File: config.mk
export PLATFORM = sky130hd
export DESIGN_NAME = draw_text_banner
export DESIGN_NICKNAME = d
export VERILOG_FILES = /design/src/rtl/draw_text_banner.sv
export SDC_FILE = /design/constraint.sdc
export NUM_CORES = 1
export LEC_CHECK = 0
export ABC_AREA = 1
export BUFFER_PORTS_ARGS = -buffer_cell sky130_fd_sc_hd__buf_2
export CORE_MARGIN = 8
export CORE_UTILIZATION = 55
export CTS_CLUSTER_DIAMETER = 50
export DETAILED_ROUTE_END_ITERATION = 8
export GPL_TIMING_DRIVEN = 0
export PLACE_DENSITY_LB_ADDON = 0.08
export SLEW_MARGIN = 15
export SYNTH_ARGS = -nofsm -noshare
export SYNTH_HDL_FRONTEND = slang
export SYNTH_SLANG_ARGS = --single-unit
File: constraint.sdc
create_clock -name pclk -period 7.16 [get_ports pclk]
set_input_delay 0.358 -clock pclk [delete_from_list [all_inputs] [get_ports pclk]]
set_output_delay 0.358 -clock pclk [all_outputs]
set_load 0.01 [all_outputs]
File: src/rtl/draw_text_banner.sv
// rtl/draw_text_banner.sv - text banner overlay stage for the VGA pixel pipeline
// Three-stage pass-through with font addressing, box/glyph colouring and a frame-locked blink FSM.
module draw_text_banner #(
  parameter int          X_POS        = 232,
  parameter int          Y_POS        = 208,
  parameter int          CHARS        = 7,
  parameter int          SCALE_LOG2   = 3,
  parameter int          BLINK_FRAMES = 30,
  parameter int          FILL_SCREEN  = 0,
  parameter logic [11:0] BOX_COLOR    = 12'hBDF,
  parameter logic [11:0] TXT_COLOR    = 12'hB1F
) (
  input  logic        pclk,
  input  logic        rst,
  input  logic [10:0] hcount_in,
  input  logic        hsync_in,
  input  logic        hblnk_in,
  input  logic [10:0] vcount_in,
  input  logic        vsync_in,
  input  logic        vblnk_in,
  input  logic [11:0] rgb_in,
  input  logic        show_in,
  input  logic [7:0]  char_pixels,
  output logic [7:0]  char_x,
  output logic [3:0]  char_line,
  output logic [10:0] hcount_out,
  output logic        hsync_out,
  output logic        hblnk_out,
  output logic [10:0] vcount_out,
  output logic        vsync_out,
  output logic        vblnk_out,
  output logic [11:0] rgb_out,
  output logic        active_out
);

  localparam logic [10:0] X0       = 11'(X_POS);
  localparam logic [10:0] Y0       = 11'(Y_POS);
  localparam logic [15:0] X_LO     = 16'(X_POS);
  localparam logic [15:0] X_HI     = 16'(X_POS + CHARS * 8 * (2 ** SCALE_LOG2));
  localparam logic [15:0] Y_LO     = 16'(Y_POS);
  localparam logic [15:0] Y_HI     = 16'(Y_POS + 16 * (2 ** SCALE_LOG2));
  localparam int          CW       = (BLINK_FRAMES > 0) ? $clog2(BLINK_FRAMES + 1) : 1;
  localparam int          LAST     = (BLINK_FRAMES > 0) ? BLINK_FRAMES - 1 : 0;
  localparam logic [CW-1:0] CNT_LAST = CW'(LAST);

  typedef struct packed {
    logic [10:0] hc;
    logic        hs;
    logic        hb;
    logic [10:0] vc;
    logic        vs;
    logic        vb;
    logic [11:0] rgb;
  } tmg_t;

  typedef enum logic [1:0] {IDLE, ON, OFF} state_t;

  tmg_t          s0, d1, d2, q;
  state_t        state;
  logic [CW-1:0] frame_cnt;
  logic          vsync_q;
  logic          vs_rise;
  logic [10:0]   dx0, dy0, dx2;
  logic [2:0]    col;
  logic          in_box, glyph;
  logic [11:0]   rgb_nxt;

  assign s0 = '{hc: hcount_in, hs: hsync_in, hb: hblnk_in, vc: vcount_in,
                vs: vsync_in, vb: vblnk_in, rgb: rgb_in};

  // Font address is issued at stage 0 so the two-cycle ROM chain lines up with stage 2.
  assign dx0       = hcount_in - X0;
  assign dy0       = vcount_in - Y0;
  assign char_x    = rst ? 8'd0 : 8'(dx0 >> (3 + SCALE_LOG2));
  assign char_line = rst ? 4'd0 : 4'(dy0 >> SCALE_LOG2);

  assign dx2    = d2.hc - X0;
  assign col    = 3'(dx2 >> SCALE_LOG2);
  assign glyph  = char_pixels[3'd7 - col];
  assign in_box = ({5'd0, d2.hc} >= X_LO) && ({5'd0, d2.hc} < X_HI) &&
                  ({5'd0, d2.vc} >= Y_LO) && ({5'd0, d2.vc} < Y_HI);
  assign vs_rise = vsync_in & ~vsync_q;

  always_comb begin
    rgb_nxt = d2.rgb;
    if (d2.hb | d2.vb)                          rgb_nxt = 12'h000;
    else if (state == IDLE)                     rgb_nxt = d2.rgb;
    else if (in_box && glyph && (state == ON))  rgb_nxt = TXT_COLOR;
    else if (in_box)                            rgb_nxt = BOX_COLOR;
    else if (FILL_SCREEN != 0)                  rgb_nxt = BOX_COLOR;
  end

  always_ff @(posedge pclk or posedge rst) begin
    if (rst) begin
      d1 <= '0;
      d2 <= '0;
      q  <= '0;
    end else begin
      d1 <= s0;
      d2 <= d1;
      q  <= '{hc: d2.hc, hs: d2.hs, hb: d2.hb, vc: d2.vc,
              vs: d2.vs, vb: d2.vb, rgb: rgb_nxt};
    end
  end

  // Display mode only changes at the start of a frame, so a banner never tears mid-picture.
  always_ff @(posedge pclk or posedge rst) begin
    if (rst) begin
      state     <= IDLE;
      frame_cnt <= '0;
      vsync_q   <= 1'b0;
    end else begin
      vsync_q <= vsync_in;
      if (vs_rise) begin
        if (!show_in) begin
          state     <= IDLE;
          frame_cnt <= '0;
        end else if (state == IDLE) begin
          state     <= ON;
          frame_cnt <= '0;
        end else if (BLINK_FRAMES != 0) begin
          if (frame_cnt == CNT_LAST) begin
            state     <= (state == ON) ? OFF : ON;
            frame_cnt <= '0;
          end else begin
            frame_cnt <= frame_cnt + CW'(1);
          end
        end
      end
    end
  end

  assign hcount_out = q.hc;
  assign hsync_out  = q.hs;
  assign hblnk_out  = q.hb;
  assign vcount_out = q.vc;
  assign vsync_out  = q.vs;
  assign vblnk_out  = q.vb;
  assign rgb_out    = q.rgb;
  assign active_out = (state != IDLE);

endmodule

Word-level counts from Yosys, hierarchy flattened
Cells that the tools add are included.
{"block": "word_totals", "register_bits": 121, "in_bits": 49, "output_inout_bits": 51, "elab_cells": 62}
{"block": "op_classes", "addsub": 5, "order_cmp": 5, "eq_ne": 3, "muxes": 15, "bitwise_logic": 3, "reduce_logical": 8}
{"cell": "$mux 12", "count": 4}
{"cell": "$ge 11x8->1 const B", "count": 2}
{"cell": "$mux 5", "count": 4}
{"cell": "$lt 11x10->1 const B", "count": 1}
{"cell": "$lt 11x9->1 const B", "count": 1}
{"cell": "$sub 11x8->11 const B", "count": 1}
{"cell": "$mux 2", "count": 4}
{"cell": "$sub 7x7->7 const B", "count": 1}
{"cell": "$sub 6x6->6 const B", "count": 1}
{"cell": "$add 5x1->5 const B", "count": 1}
{"cell": "$eq 5x5->1 const B", "count": 1}
{"cell": "$logic_and 1x1->1", "count": 5}
{"cell": "$lt 3x4->1 const B", "count": 1}
{"cell": "$mux 4", "count": 1}
{"cell": "$bmux 1 s3", "count": 1}
{"cell": "$ne 3x1->1 const B", "count": 1}
{"cell": "$sub 3x3->3 const A", "count": 1}
{"cell": "$eq 2x1->1 const B", "count": 1}
{"cell": "$logic_not 2->1", "count": 1}
{"cell": "$reduce_and 2->1", "count": 1}
{"cell": "$reduce_bool 2->1", "count": 1}
{"cell": "$and 1x1->1", "count": 1}
{"cell": "$mux 1", "count": 1}
{"cell": "$not 1->1", "count": 1}
{"cell": "$or 1x1->1", "count": 1}

Logic depth before layout (Yosys ltp)
{"block": "depth", "ltp_word": 9, "depth_mapped": 12, "ltp_nobuf": 12}

Least setup slack after synthesis
OpenSTA, ideal clock, no wires.
{"block": "synth_path", "path_type": "input to output", "from": "input port rst", "to": "output port char_x[0]", "arrival_time_ns": 3.520, "required_time_ns": 6.802, "path_slack_ns": 3.282, "path_stages": 3, "path_buffers": 0, "path_cell_list": "inv_1 > o21ai_0 > nor2_1"}
{"block": "synth_between", "elab_chain_cells": 1}
{"element": "from (decl)", "line": "14", "rtl": "input logic rst,"}
{"element": "$mux 5", "line": "74", "rtl": "assign char_x = rst ? 8'd0 : 8'(dx0 >> (3 + SCALE_LOG2));"}
{"element": "to (decl)", "line": "24", "rtl": "output logic [7:0] char_x,"}
No other way between the ends.

Worst setup path after layout
Same ends and word-level chain as after synthesis.

==> metrics.md <==
| Metric | Value |
|---|---|
| Share of layout cells above drive strength 1 | 0.3204 |
| Die area | approximately 10000 sq um |
| Starting DRC count in detailed routing | just under 90 |
| First-pass GRT wire length | ~13 mm |
| Antenna Cells | 0 |
| Clock Path Buffers | 2 |
| Routed wire length per instance | 14.34 microns |
| Leakage | 0.002821 uW |
| Status | finished, final reports clean |
| Multi-input gate area | between 600 and 700 sq um |
| Post-synthesis sequential area ratio | 0.7824 |
| Endpoint type of the worst setup path | output pin |
| Max_slew headroom | 0.6553 |
| Nets | 506 |
| Setup slack, reg-to-reg | ~5.4 ns |
| Max-cap violations | 0 |
| Fillers | 379 |
| Most repeated library cell on the critical path | buf_2 |
| Synthesized area | roughly 3900 sq um |
| Grt ovf | 0 |
| I/O pin count | 100 |
| Hold buffer count at CTS | 39 |
| CTS root buffer | clkbuf_8 |
| Crit path buffers/inverters | 5 |
| Synth Register Bits | ~120 |
| Pre-CTS setup slack | around 5.1 ns |
| Pwr dens | 308.1 nW/um^2 |
| DRC errors left | 0 |
| Cells after DPL | 491 |
| Worst vdd ir | about 240 uV |
| Vias in the first global route | 2,904 |
| Slowest CP cell | dlygate4sd3_1 |
| CTS tree | built |
| Final wirelength | between 8 and 9 mm |
| Final Cycle Share | 0.3721 |
| Starting Density | 0.5696 |
| First-pass detailed-route iteration total | 4 |
| Syn avg cell area | between 10 and 15 sq um |
| Worst-margin pin slew | ~0.52 ns |
| Arrival time worst endpoint | 2.31 ns |
| Yosys warnings | 0 |
| Antenna Nets Post-Route | 0 |
| Clock Sinks | approximately 120 |
| # Post-CTS Setup Buffers | 0 |
| DR vias | ~2,500 |
| Vias/cell | ~4.5 |
| Initial antenna violation count | 0 |
| Synth cell types | 25 |
| Tot Pwr | around 1700 uW |
| Register Area | about 3000 sq um |
| PortBufs | 96 |
| Final Hold Viols | 0 |
| CTS HTree Levels | 4 |
| Final worst path period need | 2.665 ns |
| Final Worst Setup Slack | about 4.5 ns |
| Setup CP Type | input pin to output pin |
| Unrepaired setup endpoints after global routing | no |
| Core footprint | just under 7000 sq um |
| Clk_lat worst skew | slightly above 0.5 ns |
| Clock-pin slew on the worst setup and hold paths | 0.06 ns |
| Area growth, synth to finish | 41.84% |
| CP max FO | 66 |
| Fmax | ~380 MHz |
| Die Wd | 99.88 microns |
| CP Cell Sequence | dlygate4sd3_1, buf_2, inv_6, buf_16, o21ai_0, nor2_1, buf_2 |
| CP required | ~6.8 ns |
| Final Wtd Congestion | between 0.8 and 0.9 |
| Peak per-stage delay on the critical path | between 0.5 and 0.6 ns |
| Finished Layout Cells | roughly 560 |
| Worst min-delay path category | input pin to flop |
| # rows | 30 |
| Final setup viols | 0 |
| GRT Total Usage | 0.1759 |
| Hpwl dp | just under 5 mm |
| Crit start category | input pin |
| Max Slew Vio Count | 0 |
| Die height | roughly 100 microns |
| Clock Skew | approximately 0.0099 ns |
| Fin util | 0.8079 |
| Post-CTS sizing | 0 |
| CTS Buf Count | 17 |
| Largest delay share family, worst path | buffers and inverters |
| Largest net degree at the start of global routing | between 60 and 70 |
| Synth Instances | between 200 and 300 |
| Setup TNS | 0 ns |
-- path summary, 6_finish.rpt --
kind | from | to | cells after the start
worst max-delay path | rst | char_x[0] | 7
worst min-delay path | show_in | state[1]$_DFFE_PP0P_ | 3
worst max register to register | d2[30]$_DFF_PP0_ | rgb_out[5]$_DFF_PP0_ | 12
worst min register to register | d2[17]$_DFF_PP0_ | vcount_out[3]$_DFF_PP0_ | 0
max in group asynchronous | rst | hcount_out[6]$_DFF_PP0_ | 4
min in group asynchronous | rst | d1[34]$_DFF_PP0_ | 3
-- worst min-delay path: stages --
cell and delay (ns):
buf_2 0.11, nand2_1 0.06, o21ai_0 0.08
-- stage by stage --
stage / hold WS [ns] / instance area, sq um
floorplan: 0.3312 / 3877
global placement: 0.3312 / 4478
detailed placement: 0.3347 / 4511
CTS: 0.1339 / 5489
global route: 0.1541 / 5489
finish: 0.1507 / 5489
-- per-layer routing --
layer,GRT usage,part of all wire,vias to the layer above,wire length [microns]
met3,0.08720,0.077,11,623
met5,0,0,-,0
met1,0.1757,0.37,1217,3009
li1,-,-,1213,-
met2,0.3068,0.53,84,4291
met4,0.06636,0.015,0,121
-- final cells by class --
cell class	count	share of cell area
Sequential cell	121	0.5516
Timing Repair Buffer	136	0.1637
Clock buffer	17	0.07545
Inverter	47	0.03305
Multi-Input combinational cell	126	0.1165
Buffer	4	0.006155
Clock inverter	14	0.03168
Tap cell	96	0.02188
-- flip-flops by register name (all words and copies together), names as in the netlist --
| name | flops |
|---|---|
| d1 | 37 |
| d2 | 38 |
| frame_cnt | 5 |
| hblnk_out | 1 |
| hcount_out | 11 |
| hsync_out | 1 |
| rgb_out | 12 |
| state | 2 |
| vblnk_out | 1 |
| vcount_out | 11 |
| vsync_out | 1 |
| vsync_q | 1 |
-- synth_stat cells (all sizes together) --
library cell | instances | area, sq um
o21ai | 8 | 40.04
xnor2 | 1 | 8.760
dfrtp | 121 | 3028
nand3 | 13 | 65.06
a21oi | 14 | 107.6
nor2 | 32 | 132.6
inv | 47 | 176.4
nand2 | 44 | 167.7
ha | 4 | 50.05
nand4 | 2 | 18.77
xor2 | 1 | 8.760
or2 | 2 | 15.02
conb | 1 | 3.750
o31ai | 1 | 7.510
nor4 | 1 | 6.260
buf | 4 | 33.78
-- placed cells by master (no fill, tap or decap), drive strengths merged --
cell type,Yosys,layout
clkinvlp,0,7
nor4,1,1
xor2,1,1
dfrtp,121,121
or2,2,2
a21oi,14,14
nor2,32,32
clkbuf,0,17
dlygate4sd3,0,39
ha,4,4
xnor2,1,1
o21ai,8,8
buf,4,101
o31ai,1,1
nand3,13,13
conb,1,3
clkinv,0,2
nand4,2,2
nand2,44,44
bufinv,0,3
inv,47,49
-- where the power goes --
group	switching (uW)	total, uW	internal (uW)
clock	298	827	528
combinational	70.2	126	55.5
sequential	17.1	739	722
-- kinds of logic after synthesis --
logic type                 after synthesis  share of synthesized area
DFF                                    121                     0.7824
buffers and inverters                   51                    0.05432
other                                    1                  0.0009690
AOI/OAI and AO/OA                       23                    0.04009
adders and majority gates                4                    0.01293
xor gates and xnor gates                 2                   0.004527
and+or+nand+nor                         94                     0.1048
Note: power is estimated with default switching activity, not from simulation.
